==> src/rtl/alu_issue_if.sv <==
// Handshake and operand bus between the register-read stage, the issue buffer and the ALU.
// The driver of in_* and out_ready takes master; the issue stage takes slave.
interface alu_issue_if;
  logic        in_valid;
  logic        in_ready;
  logic [31:0] in_instr;
  logic [31:0] in_rs1_data;
  logic [31:0] in_rs2_data;
  logic        out_valid;
  logic        out_ready;
  logic [31:0] out_a;
  logic [31:0] out_b;
  logic [3:0]  out_op_code;
  logic [4:0]  out_rd;
  logic        out_we;
  logic        out_illegal;

  modport master (
    output in_valid, in_instr, in_rs1_data, in_rs2_data, out_ready,
    input  in_ready, out_valid, out_a, out_b, out_op_code, out_rd, out_we, out_illegal
  );

  modport slave (
    input  in_valid, in_instr, in_rs1_data, in_rs2_data, out_ready,
    output in_ready, out_valid, out_a, out_b, out_op_code, out_rd, out_we, out_illegal
  );
endinterface

==> src/rtl/alu_issue_stage.sv <==
// RV32I OP/OP-IMM decoder feeding a two-entry skid buffer towards the ALU.
// state | meaning
// EMPTY | nothing buffered, out_valid low
// ONE   | main entry presented, skid free
// FULL  | main presented, skid holds the next entry, in_ready low
module alu_issue_stage (
  input  logic         clk,
  input  logic         rst,
  input  logic         flush,
  alu_issue_if.slave   bus,
  output logic [7:0]   illegal_count
);
  typedef enum logic [1:0] {EMPTY, ONE, FULL} state_t;

  typedef struct packed {
    logic [31:0] a;
    logic [31:0] b;
    logic [3:0]  op;
    logic [4:0]  rd;
    logic        we;
    logic        illegal;
  } entry_t;

  state_t state_q, state_d;
  entry_t main_q, skid_q, dec;
  logic   in_ready_q;
  logic   accept, drain, out_valid;
  logic   load_main, load_skid, move_skid;

  logic [6:0] opcode, funct7;
  logic [2:0] funct3;
  logic       legal;
  logic [3:0] op;
  logic [31:0] operand_b;

  assign opcode = bus.in_instr[6:0];
  assign funct3 = bus.in_instr[14:12];
  assign funct7 = bus.in_instr[31:25];

  always_comb begin
    legal     = 1'b0;
    op        = 4'b1111;
    operand_b = bus.in_rs2_data;
    if (opcode == 7'b0110011) begin
      legal = (funct7 == 7'b0000000) ||
              (funct7 == 7'b0100000 && (funct3 == 3'b000 || funct3 == 3'b101));
      case (funct3)
        3'b000:  op = funct7[5] ? 4'b0001 : 4'b0000;
        3'b001:  op = 4'b0101;
        3'b010:  op = 4'b1000;
        3'b011:  op = 4'b1001;
        3'b100:  op = 4'b0100;
        3'b101:  op = funct7[5] ? 4'b0111 : 4'b0110;
        3'b110:  op = 4'b0011;
        default: op = 4'b0010;
      endcase
    end else if (opcode == 7'b0010011) begin
      operand_b = {{20{bus.in_instr[31]}}, bus.in_instr[31:20]};
      legal     = 1'b1;
      case (funct3)
        3'b000:  op = 4'b0000;
        3'b001: begin
          op        = 4'b0101;
          legal     = (funct7 == 7'b0000000);
          operand_b = {27'b0, bus.in_instr[24:20]};
        end
        3'b010:  op = 4'b1000;
        3'b011:  op = 4'b1001;
        3'b100:  op = 4'b0100;
        3'b101: begin
          op        = funct7[5] ? 4'b0111 : 4'b0110;
          legal     = (funct7 == 7'b0000000) || (funct7 == 7'b0100000);
          operand_b = {27'b0, bus.in_instr[24:20]};
        end
        3'b110:  op = 4'b0011;
        default: op = 4'b0010;
      endcase
    end
  end

  always_comb begin
    dec.rd = bus.in_instr[11:7];
    if (legal) begin
      dec.a       = bus.in_rs1_data;
      dec.b       = operand_b;
      dec.op      = op;
      dec.we      = (bus.in_instr[11:7] != 5'd0);
      dec.illegal = 1'b0;
    end else begin
      dec.a       = 32'd0;
      dec.b       = 32'd0;
      dec.op      = 4'b1111;
      dec.we      = 1'b0;
      dec.illegal = 1'b1;
    end
  end

  // A flush swallows any handshake offered in the same cycle.
  assign out_valid = (state_q != EMPTY);
  assign accept    = bus.in_valid && in_ready_q && !flush;
  assign drain     = out_valid && bus.out_ready;

  always_ff @(posedge clk) begin
    if (rst) state_q <= EMPTY;
    else     state_q <= state_d;
  end

  always_comb begin
    state_d = state_q;
    if (flush) state_d = EMPTY;
    else begin
      case (state_q)
        EMPTY:   if (accept) state_d = ONE;
        ONE:     if (accept && !drain) state_d = FULL;
                 else if (!accept && drain) state_d = EMPTY;
        FULL:    if (drain) state_d = ONE;
        default: state_d = EMPTY;
      endcase
    end
  end

  always_comb begin
    load_main = 1'b0;
    load_skid = 1'b0;
    move_skid = 1'b0;
    if (!flush) begin
      load_main = accept && ((state_q == EMPTY) || (state_q == ONE && drain));
      load_skid = accept && (state_q == ONE) && !drain;
      move_skid = (state_q == FULL) && drain;
    end
  end

  always_ff @(posedge clk) begin
    if (rst) begin
      main_q        <= '0;
      skid_q        <= '0;
      in_ready_q    <= 1'b1;
      illegal_count <= 8'd0;
    end else begin
      if (load_main)      main_q <= dec;
      else if (move_skid) main_q <= skid_q;
      if (load_skid)      skid_q <= dec;
      in_ready_q <= (state_d != FULL);
      if (accept && dec.illegal && illegal_count != 8'hFF)
        illegal_count <= illegal_count + 8'd1;
    end
  end

  assign bus.in_ready    = in_ready_q;
  assign bus.out_valid   = out_valid;
  assign bus.out_a       = main_q.a;
  assign bus.out_b       = main_q.b;
  assign bus.out_op_code = main_q.op;
  assign bus.out_rd      = main_q.rd;
  assign bus.out_we      = main_q.we;
  assign bus.out_illegal = main_q.illegal;
endmodule

==> src/flat_wrapper.sv <==
// flat-port wrapper written by rule: the top's interface ports become plain ports
module alu_issue_stage_flat 
  (clk, rst, flush, illegal_count, bus_in_valid, bus_in_instr, bus_in_rs1_data, bus_in_rs2_data, bus_out_ready, bus_in_ready, bus_out_valid, bus_out_a, bus_out_b, bus_out_op_code, bus_out_rd, bus_out_we, bus_out_illegal);
  alu_issue_if bus_i ();
  input  logic clk;
  input  logic rst;
  input  logic flush;
  output logic [7:0] illegal_count;
  input wire logic [$bits(bus_i.in_valid)-1:0] bus_in_valid;
  input wire logic [$bits(bus_i.in_instr)-1:0] bus_in_instr;
  input wire logic [$bits(bus_i.in_rs1_data)-1:0] bus_in_rs1_data;
  input wire logic [$bits(bus_i.in_rs2_data)-1:0] bus_in_rs2_data;
  input wire logic [$bits(bus_i.out_ready)-1:0] bus_out_ready;
  output wire logic [$bits(bus_i.in_ready)-1:0] bus_in_ready;
  output wire logic [$bits(bus_i.out_valid)-1:0] bus_out_valid;
  output wire logic [$bits(bus_i.out_a)-1:0] bus_out_a;
  output wire logic [$bits(bus_i.out_b)-1:0] bus_out_b;
  output wire logic [$bits(bus_i.out_op_code)-1:0] bus_out_op_code;
  output wire logic [$bits(bus_i.out_rd)-1:0] bus_out_rd;
  output wire logic [$bits(bus_i.out_we)-1:0] bus_out_we;
  output wire logic [$bits(bus_i.out_illegal)-1:0] bus_out_illegal;
  assign bus_i.in_valid = bus_in_valid;
  assign bus_i.in_instr = bus_in_instr;
  assign bus_i.in_rs1_data = bus_in_rs1_data;
  assign bus_i.in_rs2_data = bus_in_rs2_data;
  assign bus_i.out_ready = bus_out_ready;
  assign bus_in_ready = bus_i.in_ready;
  assign bus_out_valid = bus_i.out_valid;
  assign bus_out_a = bus_i.out_a;
  assign bus_out_b = bus_i.out_b;
  assign bus_out_op_code = bus_i.out_op_code;
  assign bus_out_rd = bus_i.out_rd;
  assign bus_out_we = bus_i.out_we;
  assign bus_out_illegal = bus_i.out_illegal;
  alu_issue_stage u_core (.clk(clk), .rst(rst), .flush(flush), .bus(bus_i), .illegal_count(illegal_count));
endmodule
==> config.mk <==
export PLATFORM = sky130hd
export DESIGN_NAME = alu_issue_stage_flat
export DESIGN_NICKNAME = d
export VERILOG_FILES = /design/src/rtl/alu_issue_if.sv /design/src/rtl/alu_issue_stage.sv /design/src/flat_wrapper.sv
export SDC_FILE = /design/constraint.sdc
export NUM_CORES = 1
export LEC_CHECK = 0
export CAP_MARGIN = 5
export CORE_AREA = 4 4 133 135
export CTS_CLUSTER_DIAMETER = 120
export DETAILED_ROUTE_END_ITERATION = 7
export DIE_AREA = 0 0 137 139
export GPL_TIMING_DRIVEN = 0
export PLACE_DENSITY = 0.75
export SKIP_LAST_GASP = 1
export SYNTH_ARGS = -nofsm -noshare
export SYNTH_HDL_FRONTEND = slang
export SYNTH_SLANG_ARGS = --single-unit
==> constraint.sdc <==
create_clock -name clk -period 2.3 [get_ports clk]
set_input_delay 0.46 -clock clk [delete_from_list [all_inputs] [get_ports clk]]
set_output_delay 0.46 -clock clk [all_outputs]
set_load 0.005 [all_outputs]
# Yosys cells after proc, flatten, opt, wreduce, memory -nomap -nowiden
# Cells that the tools add are included.
[op_classes]
mux = 25
reduce_logical = 27
addsub = 1
n_eq_ne = 13
[op_table]
columns = ["cell", "count"]
rows = [
  ["$mux W75", 2],
  ["$mux W32", 3],
  ["$mux W68", 1],
  ["$pmux W4 S7", 2],
  ["$eq A7 B6 Y1 const B", 2],
  ["$logic_and A1 B1 Y1", 13],
  ["$mux W2", 6],
  ["$eq A3 B3 Y1 const B", 3],
  ["$add A8 B1 Y8 const B", 1],
  ["$mux W4", 2],
  ["$ne A8 B8 Y1 const B", 1],
  ["$eq A7 B5 Y1 const B", 1],
  ["$logic_not A7 Y1", 1],
  ["$mux W1", 7],
  ["$eq A3 B2 Y1 const B", 2],
  ["$pmux W2 S3", 1],
  ["$reduce_bool A5 Y1", 1],
  ["$logic_or A1 B1 Y1", 4],
  ["$reduce_bool A2 Y1", 2],
  ["$eq A3 B1 Y1 const B", 1],
  ["$logic_not A1 Y1", 3],
  ["$logic_not A3 Y1", 1],
  ["$eq A2 B1 Y1 const B", 1],
  ["$eq A2 B2 Y1 const B", 1],
  ["4 further kinds", 4],
]
[totals]
regBits = 161
word_cells = 81

# Longest topological paths before layout
# Gate-level depths: netlist (run 1).
[logic_depth]
word_depth = 9
ltp_mapped = 8

# Worst setup path after synthesis (run 1)
# No wires, ideal clock.
[synth_path]
path_kind = "input to register"
start = "in bus_in_instr[26]"
end = "reg u_core.main_q, in the netlist u_core.bus.out_a[10]"
path_stages = 6
t_arrival_ns = 2.289
setup_ns = 0.071
path_slack_ns = -0.060
path_cell_list = "or4_4 > o32a_1 > nor4_4 > nor3b_4 > buf_6 > o2bb2ai_2"
[synth_via]
elab_chain_len = 7
elab_cells_between_ends = 10
cone_classes = "eq/ne (1); mux (5); reduce/logical (4)"
[synth_rtl]
columns = ["element", "line", "text"]
rows = [
  ["from (decl)", "flat_wrapper.sv:10", "input wire logic [$bits(bus_i.in_instr)-1:0] bus_in_instr;"],
  ["$eq A7 B6 Y1 or $logic_not A7 Y1 (tied branches)", "-", ""],
  ["$logic_or A1 B1 Y1", "alu_issue_stage.sv:72", "legal = (funct7 == 7'b0000000) || (funct7 == 7'b0100000);"],
  ["$pmux W1 S2", "alu_issue_stage.sv:60", "case (funct3)"],
  ["$mux W1", "alu_issue_stage.sv:57", "end else if (opcode == 7'b0010011) begin"],
  ["$mux W1 (*)", "alu_issue_stage.sv:44", "if (opcode == 7'b0110011) begin"],
  ["$mux W68 (*)", "alu_issue_stage.sv:83", "if (legal) begin"],
  ["$mux W75 (*)", "alu_issue_stage.sv:140", "if (load_main) main_q <= dec;"],
  ["to (signal assigned)", "alu_issue_stage.sv:141", "else if (move_skid) main_q <= skid_q;"],
  ["to (decl)", "alu_issue_stage.sv:25", "entry_t main_q, skid_q, dec;"],
]
# Mark *: on every way between the ends. The rest lies on a longest branch, timed or not.
# A chain may end at the register's enable or synchronous reset.

# Worst setup path after layout (run 1)
[layout_path]
start = "in bus_in_instr[28]"
end = "reg u_core.main_q, in the netlist u_core.bus.out_b[6]"
# The elaborated chain is that of the path after synthesis.

==> results of run 1 <==
[synth_stat cells (all sizes together) (2+ instances only)]
library cell  number  area share (%)
o31ai              5            0.53
inv                3            0.16
nand2            137             7.2
or3                3            0.26
nor3               3            0.21
nand2b             4            0.35
mux2i             32             4.5
nor3b              2            0.37
nor2              16            0.85
nand3b            33             3.5
and2               2            0.18
or4                8            0.90
clkbuf            58             3.1
nor2b             12             1.1
buf               16             1.9
o2bb2ai           32             4.8
or2                2            0.18
o211ai            20             2.1
mux2               5            0.79
o21ai             45             3.3
o21a               3            0.32
a21oi             80             6.2
nand3             37             3.3
and3              12             1.1
a311oi             5            0.62
a211oi            42             4.4
dfxtp            161              45
[layout make-up]
class                   instances  area (µm²)
fillers                      1462        6381
multi-input cells             558        3626
flip-flops and latches        161        3223
repair buffers                192        1919
clock buffers                  19       452.9
plain buffers                  73       425.4
well taps                     220       275.3
clock inverters                13       151.4
inverters                       3       11.26
[power by group]
| part | internal (mW) | switching (mW) |
|---|---|---|
| clock | 1.68 | 1.21 |
| combinational | 0.331 | 0.285 |
| sequential | 2.84 | 0.0317 |
[registers in the layout (all words and copies together) (netlist names)]
signal,flops
u_core.bus.out_illegal,1
u_core.skid_q,75
u_core.bus.in_ready,1
u_core.bus.out_a,32
u_core.illegal_count,8
u_core.bus.out_we,1
u_core.bus.out_rd,5
u_core.bus.out_op_code,4
u_core.state_q,2
u_core.bus.out_b,32
[per-stage QoR]
stage / util (%) / setup slack, ns / std cells / area (µm²) / setup TNS [ns]
2_1_floorplan: - / 0.07905 / 796 / 7106 / 0
3_3_place_gp: 55.77 / -0.8255 / 1196 / 9183 / -99.17
6_report: 61.25 / 0.02898 / 1239 / 10080 / 0
3_5_place_dp: 55.77 / -0.8387 / 1196 / 9183 / -99.93
5_1_grt: 61.25 / -0.02508 / 1239 / 10080 / -0.09129
4_1_cts: 60.73 / -0.003465 / 1241 / 10000 / -0.003465
[worst max-delay path by stage]
stage,endpoint,cells after the start
after floorplan,u_core.bus.out_a[10],6
after global placement,u_core.skid_q[72],8
after detailed placement,u_core.skid_q[69],8
after CTS,u_core.bus.out_b[17],9
after global routing,u_core.bus.out_b[16],8
final,u_core.bus.out_b[6],8
[cell families after synthesis]
group	Yosys count	share of synthesized area, %
AO/OA/AOI/OAI	242	23.53
adder cells (fa/ha/maj)	1	0.1761
buffers and inverters	77	5.124
flip-flops	161	45.36
multiplexers	37	5.300
AND/OR/NAND/NOR	278	20.51
[timing repair]
| action | in CTS | in global routing |
|---|---|---|
| pin swaps | 13 | 7 |
| endpoints found under the setup margin | 151 | 150 |
| gates cloned | 2 | 0 |
| setup buffers | 11 | 0 |
| gates resized for setup | 44 | 61 |
| hold endpoints to repair | 0 | 0 |
[routing by layer]
metal	track usage [%]	part of all wire (%)
met1	29.14	43
met2	37.44	49
met4	6.985	1.8
met5	0	0
met3	5.479	6.5
==> results by group, run 1 <==
Floorplan
  – Die X: 137 µm
  – Initial Util: 43.15%
  – Area of the die: 19040 µm²
  – Row count: 47
  – Core area: 16470 µm²
  – Die Y: 139 µm
  – Top-level port count: 186

Synthesis
  – Register area share after synthesis: 45.36%
  – Avg Inst Size Synth: 8.927 µm²
  – Synth Instances: 796
  – Net Count, Synth: 898
  – Mapped Area: 7106 µm²
  – Number of synthesized flops with an enable pin: 0
  – Distinct cells, synth: 56
  – YS warnings: 0
  – Ys flop type: dfxtp_1
  – Async set-reset flop share out of synthesis: 0%
  – Yosys reg bits: 161

Hold path
  – Hold path startpoint: flush
  – Worst min path class: in2reg
  – Hold Path End: u_core.state_q[0]
  – Hold path depth: 2

Pwr
  – Power Total: 6.370 mW
  – Total power divided by cell area: 631.7 nW/µm²
  – Maximum VDD drop: 0.5449 mV
  – Static Leak: 3.456 nW

Detailed routing
  – Post-route ant nets: 0
  – DR vias/cell: 5.452
  – Wirelength per Cell: 17.58 µm
  – Routed Wire Length: 21780 µm
  – # DRC: 0
  – DR pass1 iterations: 7
  – DRT iter0 DRCs: 416
  – Vias: 6755

Finish
  – # diodes: 0
  – Most common cell after layout, fill and taps aside: clkdlybuf4s50_1
  – Most frequent cells in the layout: clkdlybuf4s50_1 (173), dfxtp_1 (161), nand2_1 (137), a21oi_1 (70), o21ai_0 (38)
  – Area grow syn2layout: 41.93%
  – Layout cells sized above 1: 14.82%
  – Final net count: 1108

Global route
  – Antenna violations before repair: 0
  – Largest net degree at the start of global routing: 17
  – First-pass GRT wire length: 34550 µm
  – Total GRT Usage: 22.67%
  – Grt ovf: 0
  – Number of global-route vias before repair: 6717

Placed design
  – PortBufs: 180
  – HPWL Detailed: 15240 µm
  – Gp weighted congestion: 0.8443

STA
  – RSZ-0062 raised after global routing: yes
  – Slew headroom: 57.45%
  – Final Critical Period: 2.271 ns
  – Final setup vio count: 0
  – Final Cycle Share: 98.74%
  – Max-slew violation count: 0
  – Fmax: 440.3 MHz
  – Clock skew: 0.008179 ns
  – WHS: 0.3537 ns
  – Hold Vio Cnt, Final: 0
  – Worst-Margin Slew: 0.6382 ns

Setup path
  – Crit path capture type: register
  – Worst-path fanout max: 8
  – Worst setup path start: bus_in_instr[28]
  – Slowest CP cell: or4_4
  – Reg2reg path depth: 6
  – Worst Path Required: 2.63 ns
  – R2r setup slk: 0.19 ns
  – CP peak stage delay: 0.49 ns
  – Cells along the critical path: clkdlybuf4s15_1 -> or4_4 -> o32a_1 -> nor4_4 -> buf_6 -> buf_12 -> o21ai_1 -> a211oi_1
  – Worst Path Arrival: 2.60 ns
  – Buf+Inv Stages, Crit Path: 3
  – Reg-to-Reg End: u_core.bus.out_op_code[0]
  – CP startpoint kind: primary input
  – WS Path Type: in2reg
  – Top delay family on crit path: simple AND/OR/NAND/NOR gates
  – FF-to-FF Start: u_core.state_q[1]

Job
  – Max-capacitance violation count: 0

Outcome
  – Status: complete, no violations

CTS
  – Root Driver: clkbuf_16
  – Worst skew pair latency: 0.43 ns
  – CTS tree: yes
  – CTS max path bufs: 2
  – Post-CTS Hold Buffers: 0
  – Clock Sinks: 161
  – Total CTS buffers: 17
  – H-tree lvl count: 4
  – Clock-pin slew on the worst setup and hold paths: 0.06 ns
No activity file was read; power rests on OpenSTA's default activity.
==> inputs of run 2 (changes only) <==
CTS_BUF_LIST = sky130_fd_sc_hd__clkbuf_4 sky130_fd_sc_hd__clkbuf_8 sky130_fd_sc_hd__clkbuf_16   (was default)
GPL_TIMING_DRIVEN = default   (was 0)
RECOVER_POWER = 100   (was default)
==> run 2 against run 1 <==
Effect of this change:
- final cell count fell by 2.3%
- final area barely moved
- non-clock buffer count fell by 27
- fmax rose by 3.4%
- flip-flop and latch count did not move
- combinational power fell by 3.2%
- critical path depth did not move
- first-iteration DRC count fell by 0.24%
- sequential share of layout area barely moved
- clock power fell by 6%
- core utilization barely moved
- worst hold slack improved by 0.10 ns
==> results by group, run 2 (same netlist as run 1, synthesis figures left out) <==
Detailed routing
  – Wirelength per Cell: 17.09 µm
  – Vias: 6647
  – # DRC: 0
  – DR vias/cell: 5.489
  – Met3 wire length: 1294 µm
  – WL met2: 10190 µm
  – Routed Wire Length: 20690 µm
  – Post-route ant nets: 0
  – DRT iter0 DRCs: 415
  – Metal-1 WL: 8723 µm
  – Top sig layer: met4
  – DR pass1 iterations: 5

STA
  – Slew headroom: 62.21%
  – Final Cycle Share: 95.49%
  – RSZ-0062 raised after global routing: no
  – Final Critical Period: 2.196 ns
  – Worst-Margin Slew: 0.5668 ns
  – Fmax: 455.3 MHz
  – Max-slew violation count: 0
  – Clock skew: 0.006645 ns
  – Final setup vio count: 0
  – Hold Vio Cnt, Final: 0

Placed design
  – PortBufs: 180
  – HPWL Detailed: 13300 µm
  – Placed Area: 9518 µm²
  – Gp weighted congestion: 0.7742

Floorplan
  – Core area: 16470 µm²
  – Row count: 47
  – Area of the die: 19040 µm²
  – Die X: 137 µm
  – Initial Util: 43.15%
  – Top-level port count: 186
  – Die Y: 139 µm

CTS
  – Root Driver: clkbuf_16
  – Worst skew pair latency: 0.42 ns
  – Total CTS buffers: 17
  – CTS tree: yes
  – Post-CTS Hold Buffers: 0
  – Clock Sinks: 161
  – Clock-pin slew on the worst setup and hold paths: 0.06 ns
  – CTS max path bufs: 2
  – H-tree lvl count: 4

Finish
  – Most common cell after layout, fill and taps aside: dfxtp_1
  – Max reg flops: 75
  – Most flop-heavy register: u_core.skid_q
  – Layout cells sized above 1: 12.61%
  – # diodes: 0
  – Most frequent cells in the layout: dfxtp_1 (161), nand2_1 (137), clkdlybuf4s50_1 (90), dlygate4sd3_1 (85), a21oi_1 (76)
  – Post-Route Utilization: 61.27%
  – Final net count: 1081
  – Design area: 10090 µm²
  – Fillers: 1444
  – Area grow syn2layout: 41.98%

Job
  – Max-capacitance violation count: 0

Pwr
  – Maximum VDD drop: 0.5967 mV
  – Static Leak: 3.731 nW
  – Total power divided by cell area: 613.4 nW/µm²

Setup path
  – Worst Path Arrival: 2.55 ns
  – Crit path capture type: register
  – Worst-path fanout max: 8
  – CP startpoint kind: primary input
  – WS Path Type: in2reg
  – Worst Path Required: 2.65 ns

Global route
  – Grt ovf: 0
  – Total GRT Usage: 21.12%
  – First-pass GRT wire length: 32750 µm
  – Number of global-route vias before repair: 6536
  – Antenna violations before repair: 0
  – Largest net degree at the start of global routing: 67

Outcome
  – Status: complete, no violations

Hold path
  – Worst min path class: reg2reg
-- run 2: cell types whose count changed in the layout (fill, tap and decap cells not counted), sizes merged --
cell	before	now
inv	8	9
dlygate4sd3	0	85
clkdlybuf4s15	1	0
clkbuf	73	25
clkdlybuf4s50	173	90
buf	33	52
bufinv	2	1
dlymetal6s2s	3	4
dlygate4sd2	1	0
-- run 2: stage by stage --
stage | worst slack (ns) | setup TNS, ns | cells | power [mW] | hold slack [ns]
after floorplan | 0.07905 | 0 | 796 | 3.150 | 0.4312
after global placement | -0.4202 | -44.86 | 1176 | 3.548 | 0.4392
after detailed placement | -0.4612 | -47.62 | 1176 | 3.552 | 0.4462
after CTS | -0.01209 | -0.02083 | 1207 | 6.255 | 0.4545
after global routing | 0.02220 | 0 | 1211 | 6.403 | 0.4688
final | 0.1037 | 0 | 1211 | 6.188 | 0.4541
-- run 2: final cells by class --
cell class | instances | area, µm² | area share, %
Clock buffer | 18 | 439.2 | 4.353
Clock inverter | 13 | 127.6 | 1.265
Inverter | 3 | 11.26 | 0.1116
Multi-Input combinational cell | 558 | 3500 | 34.69
Sequential cell | 161 | 3223 | 31.95
Tap cell | 220 | 275.3 | 2.729
Timing Repair Buffer | 238 | 2512 | 24.90
-- run 2: what timing repair did --
item | in CTS | in global routing
buffers inserted | 0 | 1
endpoints found under the hold margin | 0 | 0
resized for setup | 1 | 9
gates cloned | 0 | 3
pin swaps | 0 | 3
endpoints found under the setup margin | 2 | 89
-- run 2: worst max-delay path: stages --
cell	delay (ns)
dlymetal6s2s_1	0.13
or4_4	0.54
o32a_1	0.38
nor4_4	0.33
nor3b_4	0.25
buf_6	0.17
clkbuf_16	0.17
o2bb2ai_1	0.11
-- run 2: final timing paths --
path	startpoint	end	slack (ns)	cells after the start
setup reg to reg	u_core.state_q[0]	u_core.bus.out_op_code[2]	0.35	5
setup / recovery	bus_in_instr[27]	u_core.bus.out_a[9]	0.10	8
hold reg to reg	u_core.skid_q[43]	u_core.skid_q[43]	0.45	2
hold / removal	u_core.skid_q[43]	u_core.skid_q[43]	0.45	2
-- run 2: metal layers --
metal  GRT usage [%]  vias to the layer above
li1                -                     3241
met2           35.42                      200
met3           5.080                       33
met1           26.21                     3173
met4           7.668                        0
met5               0                        -
-- run 2: where the power goes --
part / switching [mW] / internal, mW / leakage [nW]
clock network: 1.19 / 1.53 / 0.271
logic: 0.264 / 0.332 / 2.16
registers: 0.0302 / 2.84 / 1.30
